--- src/rtl/motion_segment_queue_pkg.sv ---
// Shared types and constants for the motion segment queue.
// A descriptor is packed into one 130-bit FIFO word. Bit positions, LSB first:
//   dt [31:0], steps [63:32], a [95:64], j [127:96], set_a [128], set_j [129].
package motion_segment_queue_pkg;

   localparam int SEG_W       = 32;
   localparam int SEG_ENTRY_W = 4 * SEG_W + 2;

   typedef enum logic [1:0] {
      ST_IDLE = 2'd0,
      ST_RUN  = 2'd1,
      ST_HALT = 2'd2
   } state_e;

   // The field order is MSB first, so dt lands in the lowest 32 bits.
   typedef struct packed {
      logic                    set_j;
      logic                    set_a;
      logic signed [SEG_W-1:0] j;
      logic signed [SEG_W-1:0] a;
      logic        [SEG_W-1:0] steps;
      logic        [SEG_W-1:0] dt;
   } seg_entry_t;

   function automatic seg_entry_t seg_pack(
      input logic        [SEG_W-1:0] dt,
      input logic        [SEG_W-1:0] steps,
      input logic signed [SEG_W-1:0] a,
      input logic signed [SEG_W-1:0] j,
      input logic                    set_a,
      input logic                    set_j
   );
      seg_entry_t e;
      e.dt    = dt;
      e.steps = steps;
      e.a     = a;
      e.j     = j;
      e.set_a = set_a;
      e.set_j = set_j;
      return e;
   endfunction

endpackage

--- src/rtl/motion_segment_queue_if.sv ---
// Host write port, downstream load port and status of the motion segment queue.
// The slave modport is the queue. The master modport is the host/downstream side.
interface motion_segment_queue_if #(
   parameter int ADDR_W = 4
);
   import motion_segment_queue_pkg::*;

   logic                    run;
   logic                    wr_stb;
   logic        [SEG_W-1:0] wr_dt;
   logic        [SEG_W-1:0] wr_steps;
   logic signed [SEG_W-1:0] wr_a;
   logic signed [SEG_W-1:0] wr_j;
   logic                    wr_set_a;
   logic                    wr_set_j;
   logic                    clr_flags;
   logic                    done;
   logic                    abort;

   logic                    load;
   logic        [SEG_W-1:0] dt_val;
   logic        [SEG_W-1:0] steps_val;
   logic signed [SEG_W-1:0] a_val;
   logic signed [SEG_W-1:0] j_val;
   logic                    set_a;
   logic                    set_j;
   logic       [ADDR_W:0]   level;
   logic                    full;
   logic                    busy;
   logic                    overflow;
   logic                    underrun;
   logic                    aborted;

   modport slave (
      input  run, wr_stb, wr_dt, wr_steps, wr_a, wr_j, wr_set_a, wr_set_j,
             clr_flags, done, abort,
      output load, dt_val, steps_val, a_val, j_val, set_a, set_j,
             level, full, busy, overflow, underrun, aborted
   );

   modport master (
      output run, wr_stb, wr_dt, wr_steps, wr_a, wr_j, wr_set_a, wr_set_j,
             clr_flags, done, abort,
      input  load, dt_val, steps_val, a_val, j_val, set_a, set_j,
             level, full, busy, overflow, underrun, aborted
   );

endinterface

--- src/rtl/motion_segment_queue_seg_fifo.sv ---
// Synchronous descriptor FIFO. The read data is the head entry and is valid whenever level_o > 0.
// A push is accepted when the FIFO has space, or when a pop in the same cycle frees the head slot.
// A pop on an empty FIFO is ignored. A flush empties the FIFO in one cycle.
module seg_fifo #(
   parameter int ADDR_W = 4,
   parameter int W      = 130
) (
   input  logic            clk,
   input  logic            reset,
   input  logic            flush_i,
   input  logic            push_i,
   input  logic            pop_i,
   input  logic [W-1:0]    data_i,
   output logic [W-1:0]    data_o,
   output logic [ADDR_W:0] level_o,
   output logic            full_o
);

   localparam int               DEPTH    = 1 << ADDR_W;
   localparam logic [ADDR_W:0]  FULL_LVL = {1'b1, {ADDR_W{1'b0}}};

   logic [W-1:0]      mem_q [DEPTH];
   logic [ADDR_W-1:0] wr_ptr_q, wr_ptr_d;
   logic [ADDR_W-1:0] rd_ptr_q, rd_ptr_d;
   logic [ADDR_W:0]   level_q, level_d;
   logic              do_push, do_pop;

   assign full_o  = (level_q == FULL_LVL);
   assign level_o = level_q;
   assign data_o  = mem_q[rd_ptr_q];
   assign do_pop  = pop_i && (level_q != '0);
   assign do_push = push_i && (!full_o || do_pop);

   // Next pointers and fill level. The pointers wrap naturally modulo DEPTH.
   always_comb begin
      wr_ptr_d = wr_ptr_q;
      rd_ptr_d = rd_ptr_q;
      level_d  = level_q;
      if (flush_i) begin
         wr_ptr_d = '0;
         rd_ptr_d = '0;
         level_d  = '0;
      end else begin
         if (do_push) wr_ptr_d = wr_ptr_q + 1'b1;
         if (do_pop)  rd_ptr_d = rd_ptr_q + 1'b1;
         case ({do_push, do_pop})
            2'b10:   level_d = level_q + 1'b1;
            2'b01:   level_d = level_q - 1'b1;
            default: level_d = level_q;
         endcase
      end
   end

   // Pointer and level registers.
   always_ff @(posedge clk) begin
      if (reset) begin
         wr_ptr_q <= '0;
         rd_ptr_q <= '0;
         level_q  <= '0;
      end else begin
         wr_ptr_q <= wr_ptr_d;
         rd_ptr_q <= rd_ptr_d;
         level_q  <= level_d;
      end
   end

   // Storage array. It needs no reset because the level tracks which entries are valid.
   always_ff @(posedge clk) begin
      if (do_push && !flush_i) mem_q[wr_ptr_q] <= data_i;
   end

endmodule

--- src/rtl/motion_segment_queue.sv ---
// Motion segment queue. It buffers host-written descriptors and issues them one at a time to the
// step and profile generators. An issued descriptor is marked by a single-cycle load pulse.
// The next descriptor is issued in the cycle after done, so back-to-back segments have no gap.
module motion_segment_queue
   import motion_segment_queue_pkg::*;
#(
   parameter int ADDR_W = 4
) (
   input  logic                   clk,
   input  logic                   reset,
   motion_segment_queue_if.slave  q
);

   state_e                  state_q, state_d;
   logic                    load_q, load_d;
   logic                    set_a_q, set_a_d;
   logic                    set_j_q, set_j_d;
   logic        [SEG_W-1:0] dt_q, dt_d;
   logic        [SEG_W-1:0] steps_q, steps_d;
   logic signed [SEG_W-1:0] a_q, a_d;
   logic signed [SEG_W-1:0] j_q, j_d;
   logic                    overflow_q, overflow_d;
   logic                    underrun_q, underrun_d;
   logic                    aborted_q, aborted_d;

   logic                    fifo_push, fifo_pop, fifo_flush, fifo_full;
   logic       [ADDR_W:0]   fifo_level;
   seg_entry_t              fifo_wr, fifo_rd;
   logic                    level_nz;
   logic                    ev_overflow, ev_underrun, ev_abort;

   assign fifo_wr  = seg_pack(q.wr_dt, q.wr_steps, q.wr_a, q.wr_j, q.wr_set_a, q.wr_set_j);
   assign level_nz = (fifo_level != '0);

   seg_fifo #(
      .ADDR_W (ADDR_W),
      .W      (SEG_ENTRY_W)
   ) u_fifo (
      .clk     (clk),
      .reset   (reset),
      .flush_i (fifo_flush),
      .push_i  (fifo_push),
      .pop_i   (fifo_pop),
      .data_i  (fifo_wr),
      .data_o  (fifo_rd),
      .level_o (fifo_level),
      .full_o  (fifo_full)
   );

   // Sequencing decisions. Abort overrides everything else and parks the queue in HALT.
   always_comb begin
      state_d     = state_q;
      fifo_pop    = 1'b0;
      fifo_flush  = 1'b0;
      ev_underrun = 1'b0;
      ev_abort    = 1'b0;
      if (q.abort) begin
         fifo_flush = 1'b1;
         ev_abort   = 1'b1;
         state_d    = ST_HALT;
      end else begin
         case (state_q)
            ST_IDLE: begin
               if (q.run && level_nz && !aborted_q) begin
                  fifo_pop = 1'b1;
                  state_d  = ST_RUN;
               end
            end
            ST_RUN: begin
               if (q.done) begin
                  if (q.run && level_nz) begin
                     fifo_pop = 1'b1;
                  end else begin
                     state_d     = ST_IDLE;
                     ev_underrun = q.run;
                  end
               end
            end
            ST_HALT: begin
               if (q.clr_flags) state_d = ST_IDLE;
            end
            default: state_d = ST_IDLE;
         endcase
      end
   end

   // Host writes. Writes are dropped silently in HALT and during an abort.
   // A write into a full FIFO counts as overflow only when no pop frees a slot in the same cycle.
   always_comb begin
      fifo_push   = q.wr_stb && !q.abort && (state_q != ST_HALT);
      ev_overflow = fifo_push && fifo_full && !fifo_pop;
   end

   // Output and sticky-flag next state. When an event and clr_flags occur together, the event wins.
   always_comb begin
      load_d     = fifo_pop;
      set_a_d    = fifo_pop && fifo_rd.set_a;
      set_j_d    = fifo_pop && fifo_rd.set_j;
      dt_d       = fifo_pop ? fifo_rd.dt    : dt_q;
      steps_d    = fifo_pop ? fifo_rd.steps : steps_q;
      a_d        = fifo_pop ? fifo_rd.a     : a_q;
      j_d        = fifo_pop ? fifo_rd.j     : j_q;
      overflow_d = (overflow_q && !q.clr_flags) || ev_overflow;
      underrun_d = (underrun_q && !q.clr_flags) || ev_underrun;
      aborted_d  = (aborted_q  && !q.clr_flags) || ev_abort;
   end

   // State, output and flag registers. Reset clears all of them, including the held descriptor.
   always_ff @(posedge clk) begin
      if (reset) begin
         state_q    <= ST_IDLE;
         load_q     <= 1'b0;
         set_a_q    <= 1'b0;
         set_j_q    <= 1'b0;
         dt_q       <= '0;
         steps_q    <= '0;
         a_q        <= '0;
         j_q        <= '0;
         overflow_q <= 1'b0;
         underrun_q <= 1'b0;
         aborted_q  <= 1'b0;
      end else begin
         state_q    <= state_d;
         load_q     <= load_d;
         set_a_q    <= set_a_d;
         set_j_q    <= set_j_d;
         dt_q       <= dt_d;
         steps_q    <= steps_d;
         a_q        <= a_d;
         j_q        <= j_d;
         overflow_q <= overflow_d;
         underrun_q <= underrun_d;
         aborted_q  <= aborted_d;
      end
   end

   assign q.load      = load_q;
   assign q.set_a     = set_a_q;
   assign q.set_j     = set_j_q;
   assign q.dt_val    = dt_q;
   assign q.steps_val = steps_q;
   assign q.a_val     = a_q;
   assign q.j_val     = j_q;
   assign q.level     = fifo_level;
   assign q.full      = fifo_full;
   assign q.busy      = (state_q == ST_RUN);
   assign q.overflow  = overflow_q;
   assign q.underrun  = underrun_q;
   assign q.aborted   = aborted_q;

endmodule

--- src/flat_wrapper.sv ---
// flat-port wrapper written by rule: the top's interface ports become plain ports
module motion_segment_queue_flat import motion_segment_queue_pkg::*;
#(
   parameter int ADDR_W = 4
)
  (clk, reset, q_run, q_wr_stb, q_wr_dt, q_wr_steps, q_wr_a, q_wr_j, q_wr_set_a, q_wr_set_j, q_clr_flags, q_done, q_abort, q_load, q_dt_val, q_steps_val, q_a_val, q_j_val, q_set_a, q_set_j, q_level, q_full, q_busy, q_overflow, q_underrun, q_aborted);
  motion_segment_queue_if #(.ADDR_W(ADDR_W)) q_i ();
  input  logic clk;
  input  logic reset;
  input wire logic [$bits(q_i.run)-1:0] q_run;
  input wire logic [$bits(q_i.wr_stb)-1:0] q_wr_stb;
  input wire logic [$bits(q_i.wr_dt)-1:0] q_wr_dt;
  input wire logic [$bits(q_i.wr_steps)-1:0] q_wr_steps;
  input wire logic [$bits(q_i.wr_a)-1:0] q_wr_a;
  input wire logic [$bits(q_i.wr_j)-1:0] q_wr_j;
  input wire logic [$bits(q_i.wr_set_a)-1:0] q_wr_set_a;
  input wire logic [$bits(q_i.wr_set_j)-1:0] q_wr_set_j;
  input wire logic [$bits(q_i.clr_flags)-1:0] q_clr_flags;
  input wire logic [$bits(q_i.done)-1:0] q_done;
  input wire logic [$bits(q_i.abort)-1:0] q_abort;
  output wire logic [$bits(q_i.load)-1:0] q_load;
  output wire logic [$bits(q_i.dt_val)-1:0] q_dt_val;
  output wire logic [$bits(q_i.steps_val)-1:0] q_steps_val;
  output wire logic [$bits(q_i.a_val)-1:0] q_a_val;
  output wire logic [$bits(q_i.j_val)-1:0] q_j_val;
  output wire logic [$bits(q_i.set_a)-1:0] q_set_a;
  output wire logic [$bits(q_i.set_j)-1:0] q_set_j;
  output wire logic [$bits(q_i.level)-1:0] q_level;
  output wire logic [$bits(q_i.full)-1:0] q_full;
  output wire logic [$bits(q_i.busy)-1:0] q_busy;
  output wire logic [$bits(q_i.overflow)-1:0] q_overflow;
  output wire logic [$bits(q_i.underrun)-1:0] q_underrun;
  output wire logic [$bits(q_i.aborted)-1:0] q_aborted;
  assign q_i.run = q_run;
  assign q_i.wr_stb = q_wr_stb;
  assign q_i.wr_dt = q_wr_dt;
  assign q_i.wr_steps = q_wr_steps;
  assign q_i.wr_a = q_wr_a;
  assign q_i.wr_j = q_wr_j;
  assign q_i.wr_set_a = q_wr_set_a;
  assign q_i.wr_set_j = q_wr_set_j;
  assign q_i.clr_flags = q_clr_flags;
  assign q_i.done = q_done;
  assign q_i.abort = q_abort;
  assign q_load = q_i.load;
  assign q_dt_val = q_i.dt_val;
  assign q_steps_val = q_i.steps_val;
  assign q_a_val = q_i.a_val;
  assign q_j_val = q_i.j_val;
  assign q_set_a = q_i.set_a;
  assign q_set_j = q_i.set_j;
  assign q_level = q_i.level;
  assign q_full = q_i.full;
  assign q_busy = q_i.busy;
  assign q_overflow = q_i.overflow;
  assign q_underrun = q_i.underrun;
  assign q_aborted = q_i.aborted;
  motion_segment_queue #(.ADDR_W(ADDR_W)) u_core (.clk(clk), .reset(reset), .q(q_i));
endmodule
--- config.mk ---
export PLATFORM = sky130hd
export DESIGN_NAME = motion_segment_queue_flat
export DESIGN_NICKNAME = d
export VERILOG_FILES = /design/src/rtl/motion_segment_queue_pkg.sv /design/src/rtl/motion_segment_queue_if.sv /design/src/rtl/motion_segment_queue_seg_fifo.sv /design/src/rtl/motion_segment_queue.sv /design/src/flat_wrapper.sv
export SDC_FILE = /design/constraint.sdc
export NUM_CORES = 2
export LEC_CHECK = 0
export ABC_CLOCK_PERIOD_IN_PS = 45500
export CORE_AREA = 2 2 455 457
export DETAILED_ROUTE_END_ITERATION = 16
export DIE_AREA = 0 0 457 459
export GPL_ROUTABILITY_DRIVEN = 0
export PLACE_DENSITY = 0.56
export SYNTH_ARGS = -nofsm -noshare
export SYNTH_HDL_FRONTEND = slang
export SYNTH_SLANG_ARGS = --single-unit
--- constraint.sdc ---
create_clock -name clk -period 45.5 [get_ports clk]
set_input_delay 13.65 -clock clk [delete_from_list [all_inputs] [get_ports clk]]
set_output_delay 13.65 -clock clk [all_outputs]
set_load 0.05 [all_outputs]
==> results.md <==
* Pin count of the biggest net entering global routing at 141
* Power density normalized to cell area at 42.61 nW/um^2
* CTS tree: done
* Total number of vias at 37930
* Reported leakage power at 29.08 nW
* Fraction of the mapped netlist area in compound gates at 1.726%
* Reg clk slew, reported paths at 0.07 ns
* Number of design-rule violations left by the first detailed-router iteration at 3545
* Post-cts hold buffer count at 0
* Htree depth at 4
* Worst Clk Skew at 0.04458 ns
* Die Span X at 457 um
* RSZ-0062 raised after global routing: false
* Endpoint kind of the worst setup timing path: flop
* Syn nets at 3735
* Total track usage at 18.64%
* Area of the die at 209800 um^2
* Core region area at 205600 um^2
* Area growth, synth to finish at 15.93%
* Hold EP: u_core.q.overflow
* Number of rows created at floorplan at 167
* Number of fill cells in the layout at 16880
* Peak ir drop on the vdd network at 0.04059 mV
* Clk Tree Root Cell: sky130_fd_sc_hd__clkbuf_16
* Stage delay of the slowest cell on the critical path at 0.86 ns
* Share of the yosys chip area belonging to registers at 78.54%
* Number of pins with negative max-slew slack in the final report at 0
* Cell depth of the worst hold path at 2
* Die span in y at 459 um
* Cell at the slowest stage of the critical path: sky130_fd_sc_hd__buf_4
* Startpoint types: primary input
* Synthesized cell area at 83430 um^2
* CP delay by family, top: buffers and inverters
* Routed len/inst at 28.52 um
* Count of different cell masters after synthesis at 45
* Top library cells by usage in the layout, fill and taps aside: 2080 x sky130_fd_sc_hd__edfxtp_1, 520 x sky130_fd_sc_hd__mux4_2, 277 x sky130_fd_sc_hd__clkdlybuf4s50_1
* Vias in the first global route at 40010
* Number of antenna violations at the first check in global routing at 21
* Crit path kind: in -> reg
* Initial core utilization at 40.58%
* Time the worst path needs with I/O delays and setup at 17.07 ns
* Number of nets in the final layout at 4109
* Hold slack final at 0.4811 ns
* Max_cap viols at 0
* Number of design rule violations left after detail routing at 0
* Post-CTS resize count at 0
* Wire length of the first global-routing pass at 285400 um
* Data arrival at the endpoint of the critical path at 17.52 ns
* Type of the tightest min-delay check: reg -> reg
* Crit path cell chain: clkdlybuf4s50_1, or3b_4, o311ai_0, nand3_1, nor2_4, buf_4, buf_4
* FF-to-FF path depth at 7
* Final setup violating endpoints at 0
* Detailed-route vias per instance at 5.522
* Most common cell after layout, fill and taps aside: sky130_fd_sc_hd__edfxtp_1
* Count of buffers inserted at the top-level ports at 277
* Total count of hold-check failures in the final report at 0
* Bufs and invs on worst path at 3
* Detailed-routing iteration count for the pre-antenna-repair pass at 7
* Mean instance size in the synthesized netlist at 23.23 um^2
* Clock net sink count at 2233
* Detailed-placement wirelength estimate at 104400 um
* TritonCTS Buffers at 221
* Total number of yosys warnings at 0
* Final Util at 47.04%
* R2r endpoint: u_core.q.dt_val[23]
* Combinational family with the most area after synthesis: multiplexers
* DRT Wirelength at 195900 um
* Worst-Skew Late Latency at 0.87 ns
* Post-Syn Instances at 3592
* Max Fanout on Critical Path at 49
* Setup total negative slack at 0 ns
* Part of the cycle the worst path needs at 37.51%
* Portion of netlist area occupied by mux cells at 17.37%
* Total I/O pin count at 278
* Critical path's most frequent cell: sky130_fd_sc_hd__buf_4
* Remaining global-route overflow at 0
* Worst path required time at 45.96 ns
* Xor and xnor area share after synthesis at 0.1050%
* Number of register bits inferred by synthesis at 2233
* Status: finished clean
* Synth Area in Adders at 0.08998%
* Hold Startpoint: u_core.q.overflow
* Relative max-transition margin at 23.90%
* Slack of the worst reg-to-reg path at 40.27 ns
* Achievable frequency at 0.05860 GHz
* Post-detailed-route count of antenna-violating nets at 0
* Pin slew with the least headroom to its limit at 1.142 ns
* Synthesized-area fraction occupied by and/or/nand/nor cells at 1.099%
* Total setup buffers inserted after CTS at 0
* Share of final-layout standard cells stronger than drive strength 1 at 25.91%
* Stages on the worst setup path at 7
* Number of buffers on the longest clock path at 3
[final cells by class]
| cell class | instances | area, um^2 | area share (%) |
|---|---|---|---|
| inverter | 5 | 18.77 | 0.01940 |
| clock buffer | 316 | 6200 | 6.410 |
| multi-input combinational | 1159 | 17140 | 17.72 |
| tap | 2704 | 3383 | 3.498 |
| timing repair buffer | 346 | 3391 | 3.506 |
| clock inverter | 101 | 1045 | 1.080 |
| antenna | 5 | 12.51 | 0.01294 |
| sequential | 2233 | 65530 | 67.76 |
[cell usage after synthesis (all sizes together)]
master | instances | area (um^2)
o311ai | 1 | 8.760
a2bb2oi | 1 | 8.760
nor2 | 155 | 581.8
or3b | 2 | 20.02
or4 | 1 | 7.510
nand3b | 1 | 7.510
dfxtp | 153 | 3063
edfxtp | 2080 | 62460
buf | 92 | 484.2
xor2 | 5 | 43.79
ha | 6 | 75.07
inv | 5 | 18.76
o32ai | 1 | 8.760
nor4 | 3 | 33.78
xnor2 | 5 | 43.79
nand3 | 7 | 35.03
or3 | 1 | 6.260
mux2 | 129 | 1453
a2111oi | 1 | 27.53
nand4 | 3 | 18.77
nor2b | 8 | 50.05
or2 | 1 | 6.260
a211oi | 5 | 37.54
nor3 | 6 | 30.03
and3 | 1 | 6.260
mux4 | 520 | 11710
nand4b | 1 | 8.760
o41ai | 1 | 8.760
nand2b | 6 | 37.54
a221o | 128 | 1281
and2 | 3 | 18.77
mux2i | 133 | 1331
clkbuf | 103 | 387.9
a221oi | 1 | 8.760
a21oi | 8 | 40.04
nand2 | 13 | 48.80
o21ai | 2 | 10.01
[routing by layer]
metal,global-route usage (%),wire length [um],vias to the layer above
met5,0,81,-
met4,4.203,3546,12
met3,2.821,8468,251
met2,31.04,96860,955
met1,26.07,86960,20700
li1,-,-,16020
[worst register-to-register path: stages (launching register included)]
cell	delay (ns)
sky130_fd_sc_hd__dfxtp_4	0.93
sky130_fd_sc_hd__buf_4	0.82
sky130_fd_sc_hd__buf_4	0.87
sky130_fd_sc_hd__buf_4	0.96
sky130_fd_sc_hd__mux4_2	0.62
sky130_fd_sc_hd__mux2i_1	0.55
sky130_fd_sc_hd__nor2_1	0.09
sky130_fd_sc_hd__a221o_1	0.28
[how the worst max path moves through the flow]
stage / from / end / slack [ns]
floorplan: q_abort / u_core.u_fifo.mem_q[0][0] / 20.95
global placement: q_abort / u_core.u_fifo.mem_q[1][92] / 27.58
detailed placement: q_abort / u_core.u_fifo.mem_q[7][49] / 27.53
CTS: q_abort / u_core.u_fifo.mem_q[7][63] / 28.42
global route: q_abort / u_core.u_fifo.mem_q[7][63] / 28.31
finish: q_abort / u_core.u_fifo.mem_q[7][63] / 28.43
[power breakdown]
part / leakage, nW / internal (mW) / switching [mW]
Clock: 3.54 / 1.03 / 0.774
Combinational: 5.58 / 0.0202 / 0.0479
Sequential: 20.0 / 2.25 / 0.00246
[per-stage QoR]
stage	instance area (um^2)	setup WS [ns]	total power, mW	cells
final	96720	28.43	4.121	6869
after CTS	96710	28.42	4.166	6864
after detailed placement	89460	27.53	2.366	6447
after global placement	89460	27.58	2.364	6447
after global routing	96710	28.31	4.250	6866
after floorplan	83430	20.95	2.315	3592
[flip-flops by register name (all words and copies together), names as in the netlist, named ones only]
signal                  count
u_core.u_fifo.wr_ptr_q      4
u_core.u_fifo.mem_q      2080
u_core.u_fifo.rd_ptr_q      4
u_core.q.a_val             32
u_core.q.j_val             32
u_core.state_q              2
u_core.q.steps_val         32
u_core.q.underrun           1
u_core.q.set_a              1
u_core.q.overflow           1
u_core.u_fifo.level_o       5
u_core.q.set_j              1
u_core.q.dt_val            32
u_core.q.aborted            1
u_core.q.load               1
[cell families after synthesis]
group | Yosys count
flops | 2233
mux | 782
simple gates | 212
buf+inv | 200
compound gates | 149
xor+xnor | 10
fa+ha+maj | 6
No activity file was read; power rests on OpenSTA's default activity.
